### config.mk
export PLATFORM = sky130hd
export DESIGN_NAME = page_chain_reader
export DESIGN_NICKNAME = d
export VERILOG_FILES = /design/src/rtl/page_chain_reader_pkg.sv /design/src/rtl/page_chain_reader.sv
export SDC_FILE = /design/constraint.sdc
export NUM_CORES = 1
export LEC_CHECK = 0
export CAP_MARGIN = 20
export CORE_ASPECT_RATIO = 0.75
export CORE_MARGIN = 2
export CORE_UTILIZATION = 42
export DETAILED_ROUTE_END_ITERATION = 8
export HOLD_SLACK_MARGIN = 0.05
export PLACE_DENSITY = 0.77
export SYNTH_ARGS = -nofsm -noshare
export SYNTH_HDL_FRONTEND = slang
export SYNTH_SLANG_ARGS = --single-unit
### constraint.sdc
create_clock -name clk -period 1.73 [get_ports clk]
set_input_delay 0.346 -clock clk [delete_from_list [all_inputs] [get_ports clk]]
set_output_delay 0.346 -clock clk [all_outputs]
set_load 0.01 [all_outputs]
### src/rtl/page_chain_reader_pkg.sv
// Shared constants, FSM state encoding and jump-table field layout for the
// page chain reader.
package page_chain_reader_pkg;

    localparam int PCR_ADDR_WIDTH = 11;  // 2048 pages
    localparam int PCR_PORT_WIDTH = 4;   // 16 ports
    localparam int PCR_JT_WIDTH   = 16;  // jump-table entry width

    // Next-page pointer occupies the low bits of a jump-table entry;
    // anything above it is ignored by this block.
    localparam int JT_NEXT_LSB = 0;

    typedef enum logic [1:0] {
        IDLE   = 2'd0,
        LOOKUP = 2'd1,
        EMIT   = 2'd2
    } state_t;

endpackage

### src/rtl/page_chain_reader.sv
// Walks a packet's linked page chain through the jump table, presents each
// page downstream and releases every consumed page back to the pool.
module page_chain_reader
    import page_chain_reader_pkg::*;
#(
    parameter int ADDR_WIDTH = PCR_ADDR_WIDTH,
    parameter int PORT_WIDTH = PCR_PORT_WIDTH,
    parameter int JT_WIDTH   = PCR_JT_WIDTH
) (
    input  logic                  clk,
    input  logic                  rst_n,
    input  logic                  req_valid,
    output logic                  req_ready,
    input  logic [PORT_WIDTH-1:0] req_port,
    input  logic [ADDR_WIDTH-1:0] req_head,
    input  logic [ADDR_WIDTH-1:0] req_len,
    output logic                  page_valid,
    input  logic                  page_ready,
    output logic [ADDR_WIDTH-1:0] page_addr,
    output logic                  page_last,
    output logic                  jt_rd_en,
    output logic [ADDR_WIDTH-1:0] jt_rd_addr,
    input  logic [JT_WIDTH-1:0]   jt_dout,
    output logic                  ecc_rd_en,
    output logic [ADDR_WIDTH-1:0] ecc_rd_addr,
    output logic                  rd_op,
    output logic [PORT_WIDTH-1:0] rd_port,
    output logic [ADDR_WIDTH-1:0] rd_addr,
    output logic                  len_err,
    output logic                  busy
);

    localparam logic [ADDR_WIDTH-1:0] ONE = {{(ADDR_WIDTH-1){1'b0}}, 1'b1};

    state_t                state, state_next;
    logic [ADDR_WIDTH-1:0] cur;        // page currently being looked up / emitted
    logic [ADDR_WIDTH-1:0] nxt;        // next pointer captured from the jump table
    logic [ADDR_WIDTH-1:0] remaining;  // pages left including cur, never below 1
    logic [PORT_WIDTH-1:0] port;
    logic                  first_emit; // jt_dout is only valid in the first EMIT cycle

    logic [ADDR_WIDTH-1:0] jt_next;
    logic [ADDR_WIDTH-1:0] next_ptr;
    logic                  is_last;
    logic                  accept;
    logic                  consume;
    logic                  jt_unused;

    assign jt_next   = jt_dout[JT_NEXT_LSB +: ADDR_WIDTH];
    assign jt_unused = ^jt_dout[JT_WIDTH-1:ADDR_WIDTH];
    assign next_ptr  = first_emit ? jt_next : nxt;
    assign is_last   = (remaining == ONE);
    assign accept    = (state == IDLE) && req_valid;
    assign consume   = (state == EMIT) && page_ready;

    // State register.
    always_ff @(posedge clk or negedge rst_n) begin
        // NOTE: all clocked state uses non-blocking assignments so every
        // register samples pre-edge values regardless of statement order.
        if (!rst_n) state <= IDLE;
        else        state <= state_next;
    end

    // Next-state and handshake/strobe outputs decoded from the current state.
    always_comb begin
        // NOTE: every output gets a default before the case so no path
        // leaves a signal unassigned, which would infer a latch.
        state_next = state;
        req_ready  = 1'b0;
        page_valid = 1'b0;
        page_addr  = '0;
        page_last  = 1'b0;
        jt_rd_en   = 1'b0;
        jt_rd_addr = '0;
        case (state)
            IDLE: begin
                req_ready = 1'b1;
                if (req_valid && (req_len != '0)) state_next = LOOKUP;
            end
            LOOKUP: begin
                jt_rd_en   = 1'b1;
                jt_rd_addr = cur;
                state_next = EMIT;
            end
            EMIT: begin
                page_valid = 1'b1;
                page_addr  = cur;
                page_last  = is_last;
                if (page_ready) state_next = is_last ? IDLE : LOOKUP;
            end
            default: state_next = IDLE;
        endcase
    end

    assign ecc_rd_en   = jt_rd_en;
    assign ecc_rd_addr = jt_rd_addr;
    assign busy        = (state != IDLE);

    // Chain-walk datapath: latch the request, capture the next pointer,
    // advance along the chain on each consumed page.
    always_ff @(posedge clk or negedge rst_n) begin
        if (!rst_n) begin
            cur        <= '0;
            nxt        <= '0;
            remaining  <= '0;
            port       <= '0;
            first_emit <= 1'b0;
        end else begin
            case (state)
                IDLE: begin
                    if (accept && (req_len != '0)) begin
                        cur       <= req_head;
                        remaining <= req_len;
                        port      <= req_port;
                    end
                end
                LOOKUP: first_emit <= 1'b1;
                EMIT: begin
                    if (first_emit) begin
                        nxt        <= jt_next;
                        first_emit <= 1'b0;
                    end
                    if (page_ready && !is_last) begin
                        cur       <= next_ptr;
                        remaining <= remaining - ONE;
                    end
                end
                default: ;
            endcase
        end
    end

    // Registered release stage and zero-length error pulse.
    always_ff @(posedge clk or negedge rst_n) begin
        if (!rst_n) begin
            rd_op   <= 1'b0;
            rd_port <= '0;
            rd_addr <= '0;
            len_err <= 1'b0;
        end else begin
            rd_op   <= consume;
            len_err <= accept && (req_len == '0);
            if (consume) begin
                rd_addr <= cur;
                rd_port <= port;
            end
        end
    end

endmodule

==> results of run 1 <==
power groups by stage:
| stage | registers [mW] | logic (mW) | clock network (mW) |
|---|---|---|---|
| floorplan | 2.46 | 2.50 | 0 |
| global placement | 2.43 | 4.48 | 0 |
| detailed placement | 2.48 | 4.60 | 0 |
| CTS | 2.47 | 5.26 | 1.07 |
| global route | 2.57 | 6.15 | 1.14 |
| finish | 2.49 | 5.78 | 1.04 |
timing repair:
item	in CTS	in global routing
resized for setup	235	44
endpoints found under the setup margin	62	65
setup buffers	11	5
hold endpoints to repair	4	0
pin swaps	15	15
hold buffers	1	0
cloned	0	1
worst reg2reg max path: cells and delay by family, from the launching register on:
family | cells | cell delay (ps)
AOI/OAI and AO/OA | 3 | 570
adders and majority gates | 1 | 180
buffers and inverters | 3 | 460
DFF | 1 | 410
and+or+nand+nor | 1 | 150
cell families after synthesis:
| group | synth area share [%] |
|---|---|
| mux | 15.2 |
| fa+ha+maj | 2.43 |
| flops | 46.2 |
| buf+inv | 6.72 |
| compound gates | 13.2 |
| simple gates | 16.3 |
cell type report:
type | instances | area (um^2) | share of cell area (%)
clock buffer | 10 | 128 | 2.48
clock inverter | 6 | 35.0 | 0.681
inverter | 8 | 32.5 | 0.633
multi-input combinational | 203 | 1750 | 34.1
sequential | 57 | 1430 | 27.7
tap | 101 | 126 | 2.46
timing repair buffer | 165 | 1640 | 31.9
cell usage in the layout, fill, tap and decap left out, types with 3 or more instances in the layout:
master / count
buf_6: 52
inv_2: 4
and2_1: 3
and2_4: 20
clkinv_2: 4
dfrtp_1: 57
o21ai_0: 12
o22ai_1: 4
nor3_1: 3
inv_1: 3
o21ai_1: 8
nor4_4: 3
buf_2: 6
clkdlybuf4s50_1: 55
o21ai_2: 3
nor2_2: 4
mux2i_1: 11
nand2_1: 20
nor2_1: 16
ha_4: 4
buf_4: 43
a21oi_1: 19
a21oi_2: 3
mux2_2: 31
buf_12: 6
clkbuf_8: 9
registers in the layout (all words and copies together) (netlist names):
signal,cells
cur,11
nxt,11
rd_addr,11
remaining,11
port,4
rd_port,4
state,2
first_emit,1
len_err,1
rd_op,1
per-layer routing:
metal	part of all wire, %	wire, um	vias to the layer above	track usage, %
met4	1.5	149	0	5.53
met1	45	4350	1383	32.8
met3	6.7	647	14	6.32
met2	47	4480	112	36.6
met5	0	0	-	0
li1	-	-	1339	-
worst paths after layout:
path / startpoint / slack [ps] / cells after the start / to
hold / removal: rst_n / 360 / 2 / remaining[4]$_DFFE_PN0P_
setup reg to reg: state[1]$_DFFE_PN0P_ / -160 / 8 / remaining[5]$_DFFE_PN0P_
min in group clk: rd_addr[0]$_DFFE_PN0P_ / 510 / 1 / rd_addr[0]$_DFFE_PN0P_
max in group asynchronous: rst_n / 710 / 3 / cur[3]$_DFFE_PN0P_
hold reg to reg: rd_addr[0]$_DFFE_PN0P_ / 510 / 1 / rd_addr[0]$_DFFE_PN0P_
setup / recovery: remaining[9]$_DFFE_PN0P_ / -200 / 5 / page_last
Yosys cell counts (2+ instances only):
cell type	instances	share of area [%]
a32oi_1	3	0.85
or4_1	2	0.49
o21ai_0	22	3.6
nor4_1	3	0.61
nor3b_1	2	0.49
nand3_1	2	0.32
nand2_1	21	2.6
mux2i_1	11	3.6
a2bb2oi_1	2	0.57
buf_4	12	2.9
dfrtp_1	57	46
clkbuf_1	10	1.2
a21oi_1	22	3.6
ha_1	6	2.4
nor3_1	6	0.97
a22oi_1	2	0.49
o22ai_1	4	0.81
and2_1	23	4.7
inv_1	7	0.85
and3_1	4	0.81
buf_6	4	1.5
nor2_1	20	2.4
mux2_2	32	12
stage by stage:
stage | hold WS, ps | area, um^2 | utilization (%) | total power, mW
6_report | 359 | 5140 | 71.1 | 9.31
5_1_grt | 351 | 5140 | 71.1 | 9.85
3_3_place_gp | 168 | 4490 | 62.1 | 6.91
3_5_place_dp | 174 | 4490 | 62.1 | 7.07
2_1_floorplan | 50.4 | 3150 | - | 4.96
4_1_cts | 337 | 4920 | 68.1 | 8.81
==> results.ini, run 1 <==
[status]
outcome=complete, but fails checks
violations=setup timing

[clock_network]
cts.sinks=57
path_clk_slew_ps=60
cts_tree=built
htree_levels=3
clk_latency_ps=340
cts_buffer_depth=2
clock-root-buffer=clkbuf_8
cts_made_buffers=9

[global_route]
antenna_found_initial=0
grt_usage_pct=23.5
grt_pass1_vias=2826
grt_max_degree=38
overflow=0
grt_pass1_wl_mm=14.4

[routing]
drtIter0Drc=128
drcViolationCount=0
postRouteWirelength_mm=9.63
wl_per_cell_um=17.5
first_pass_iters=5
post_drt_via_cell_ratio=5.18
antenna_left=0
vias=2848

[cells_and_area]
n_fill_cell=533
syn2layout_area_growth_pct=66.4
finalNonFillerCells=550
fin_nets=496
diodes=0
drive_gt1_share_pct=49.0

[logic_synthesis]
ys.flop_type=dfrtp_1
syn_inst=295
syn_area_um2=3090
synth_seq_area_share_pct=46.2
yosysUniqueCellTypes=41
avgSynthCellArea_um2=10.5
yosys_register_bits=57
syn_nets=347
synth-edff-count=0
yosysWarnings=0
async_flop_share_pct=100

[placement]
dp.cells=517
gp_congestion=0.901
placement.io_buffers=96
dp_slack_ps=-399
dpl.hpwl_mm=6.65

[floorplan]
die_y_um=78.3
rows=27
io_pins=102
initial_utilization_pct=42.7
coreArea_um2=7230
die_w_um=103
dieArea_um2=8070

[worst_setup_path]
worstPathArrival_ps=1590
crit_path_end_kind=output port
crit_fanout=2
crit_path_max_incr_delay_ps=400
start_kind=register
crit_chain=nor4_2, buf_4, nand4b_4, nor2_2, buf_2
critPathBufInv=2
crit_type=reg2out
critPathTopFamily=simple AND/OR/NAND/NOR gates
crit_required_ps=1380
crit_path_top_delay_cell=dfrtp_1

[sta]
finalCritPeriodShare_pct=112
fmax_ghz=0.517
slew_violations=0
fin_crit_ps=1930
finalSetupViolations=56
rsz0062_at_grt=true
worstMarginPinSlew_ps=458
finalWorstSetupSlack_ps=-204
slew_headroom_pct=69.4
hold_viol=0
finalSetupTns_ps=-3530
fin_skew_ps=8.79

[power]
p_switching_mw=3.57
power_frac_seq_pct=26.7
switching_share_pct=38.4
power_density_nw_per_um2=1810
pwr-share-clk_pct=11.2
intPower_mw=5.74
p_leak_nw=2.36
irDropWorstVdd_uv=831
comb_power_share_pct=62.1

[min_path]
hold_path_class=in2async

[run]
drv_cap=0

No activity file was read; power rests on OpenSTA's default activity.
==> run 2, diff against run 1 <==
--- a/config.mk
+++ b/config.mk
@@ -11,7 +11,7 @@
 export CORE_UTILIZATION = 42
 export DETAILED_ROUTE_END_ITERATION = 8
 export HOLD_SLACK_MARGIN = 0.05
-export PLACE_DENSITY = 0.77
+export PLACE_DENSITY = 0.73
 export SYNTH_ARGS = -nofsm -noshare
 export SYNTH_HDL_FRONTEND = slang
 export SYNTH_SLANG_ARGS = --single-unit
==> results.ini, run 2 (synthesized netlist as in run 1, its figures left out) <==
[worst_setup_path]
crit_fanout=2  ; unchanged
crit_path_max_incr_delay_ps=400  ; about the same
worstPathArrival_ps=1560  ; was 1590 ps
reg2reg_depth=8  ; unchanged
crit_path_top_delay_cell=dfrtp_1  ; unchanged
crit_chain=nor4_2, buf_4, nand4b_4, nor2_2, buf_2  ; unchanged
crit_path_end_kind=output port  ; unchanged
regToRegStartpoint=state[1]$_DFFE_PN0P_  ; unchanged
r2r_end=remaining[5]$_DFFE_PN0P_  ; unchanged
crit_end=page_last  ; unchanged
start_kind=register  ; unchanged
r2r_slack_ps=-170  ; was -160 ps
crit_type=reg2out  ; unchanged
crit_required_ps=1380  ; about the same
crit_start=remaining[9]$_DFFE_PN0P_  ; unchanged

[floorplan]
rows=27  ; unchanged
initial_utilization_pct=42.7  ; unchanged
die_w_um=103  ; unchanged
dieArea_um2=8070  ; unchanged
io_pins=102  ; unchanged
die_y_um=78.3  ; unchanged
coreArea_um2=7230  ; unchanged

[status]
violations=setup timing  ; unchanged
outcome=complete, but fails checks  ; unchanged

[sta]
rsz0062_at_grt=true  ; unchanged
finalCritPeriodShare_pct=110  ; was 112%
slew_violations=0  ; unchanged
hold_viol=0  ; unchanged
fin_skew_ps=11.8  ; was 8.79 ps
slew_headroom_pct=75.6  ; was 69.4%
worstMarginPinSlew_ps=366  ; was 458 ps
finalWorstSetupSlack_ps=-172  ; was -204 ps
fmax_ghz=0.526  ; was 0.517 GHz
finalSetupViolations=54  ; was 56
finalSetupTns_ps=-4010  ; was -3530 ps
fin_crit_ps=1900  ; was 1930 ps

[cells_and_area]
diodes=0  ; unchanged
utilization_pct=72.4  ; was 71.1%
fin_nets=498  ; was 496
multi_input_area_um2=1800  ; was 1750 um^2
final_common_cell=dfrtp_1  ; unchanged
syn2layout_area_growth_pct=69.3  ; was 66.4%
ff_latch_area_um2=1430  ; unchanged
drive_gt1_share_pct=50.1  ; was 49.0%
final_cell_mix=dfrtp_1 (57), clkdlybuf4s50_1 (56), buf_6 (50)  ; was dfrtp_1 (57), clkdlybuf4s50_1 (55), buf_6 (52)
n_fill_cell=505  ; was 533

[placement]
dpl.hpwl_mm=6.30  ; was 6.65 mm
gp_congestion=0.908  ; was 0.901
placement.io_buffers=96  ; unchanged
dp_slack_ps=-369  ; was -399 ps

[clock_network]
cts.sinks=57  ; unchanged
path_clk_slew_ps=60  ; about the same
clock-root-buffer=clkbuf_8  ; unchanged
cts_buffer_depth=2  ; unchanged
htree_levels=3  ; unchanged
cts_tree=built  ; unchanged
clk_latency_ps=350  ; was 340 ps
cts_made_buffers=9  ; unchanged

[routing]
post_drt_via_cell_ratio=5.29  ; was 5.18
vias=2921  ; was 2,848
wl_per_cell_um=17.9  ; was 17.5 um
first_pass_iters=4  ; was 5
drtIter0Drc=203  ; was 128
antenna_left=0  ; unchanged
postRouteWirelength_mm=9.89  ; was 9.63 mm
drcViolationCount=0  ; unchanged

[global_route]
grt_max_degree=58  ; was 38
grt_pass1_wl_mm=14.7  ; was 14.4 mm
overflow=0  ; unchanged
grt_usage_pct=24.0  ; was 23.5%
antenna_found_initial=0  ; unchanged
grt_pass1_vias=2890  ; was 2,826

[power]
irDropWorstVdd_uv=721  ; was 831 uV
design_power_total_mw=9.73  ; was 9.31 mW
power_density_nw_per_um2=1860  ; was 1810 nW/um^2
p_leak_nw=2.41  ; was 2.36 nW

[min_path]
hold_path_class=reg2reg  ; was in2async

[run]
drv_cap=0  ; unchanged

## run 2: cell count changes in the layout (fill, tap and decap cells not counted), sizes merged
cell and delta:
nand2 +1, clkinv -4, bufinv +2, clkdlybuf4s50 +1
dlymetal6s2s -1, clkinvlp -2, clkbuf +5
## run 2: how the worst min path moves through the flow
stage,startpoint,end,slack (ps),cells past startpoint
3_5_place_dp,rst_n,remaining[1]$_DFFE_PN0P_,370,2
2_1_floorplan,rst_n,cur[0]$_DFFE_PN0P_,50,0
4_1_cts,rd_port[1]$_DFFE_PN0P_,rd_port[1]$_DFFE_PN0P_,510,1
3_3_place_gp,rst_n,remaining[6]$_DFFE_PN0P_,370,2
5_1_grt,rd_port[1]$_DFFE_PN0P_,rd_port[1]$_DFFE_PN0P_,520,1
6_report,nxt[9]$_DFFE_PN0N_,nxt[9]$_DFFE_PN0N_,500,1
## run 2: critical path: cells and delay by family (launching register included)
| family | cells | cell delay [ps] |
|---|---|---|
| buffers and inverters | 2 | 300 |
| DFF | 1 | 400 |
| and+or+nand+nor | 3 | 500 |
## run 2: metrics by stage
stage | hold slack (ps) | std cells | area, um^2
floorplan | 50.4 | 295 | 3150
global placement | 367 | 518 | 4500
detailed placement | 375 | 518 | 4500
CTS | 506 | 549 | 5000
global route | 523 | 552 | 5230
finish | 504 | 552 | 5230
## run 2: where the power goes
group | switching (mW) | internal (mW)
sequential | 0.496 | 1.98
clock | 0.538 | 0.892
combinational | 2.61 | 3.20
## run 2: metal layers
layer  part of all wire, %  routed length (um)  GRT usage [%]
met5                     0                   0              0
met4                   2.3                 227           7.50
met3                   7.6                 747           7.12
met2                    47                4660           36.3
met1                    43                4260           33.2
## run 2: final cells by class
cell class	instances	share of cell area, %
clock inverters	2	1.15
well taps	101	2.42
inverters	8	0.622
multi-input cells	204	34.4
flip-flops and latches	57	27.3
clock buffers	14	3.11
repair buffers	166	31.0
## run 2: what timing repair did
action	4_1_cts	5_1_grt
hold buffers	1	0
pin swaps	4	10
endpoints found under the hold margin	57	0
gates cloned	1	1
gates resized for setup	241	41
buffers inserted	13	2
setup endpoints to repair	62	83
==> run 3, diff against run 2 <==
--- a/config.mk
+++ b/config.mk
@@ -5,7 +5,7 @@
 export SDC_FILE = /design/constraint.sdc
 export NUM_CORES = 1
 export LEC_CHECK = 0
-export CAP_MARGIN = 20
+export ABC_CLOCK_PERIOD_IN_PS = 1730
 export CORE_ASPECT_RATIO = 0.75
 export CORE_MARGIN = 2
 export CORE_UTILIZATION = 42
==> results of run 3 <==
Final layout, timing and power as in run 2 (identical DEF).
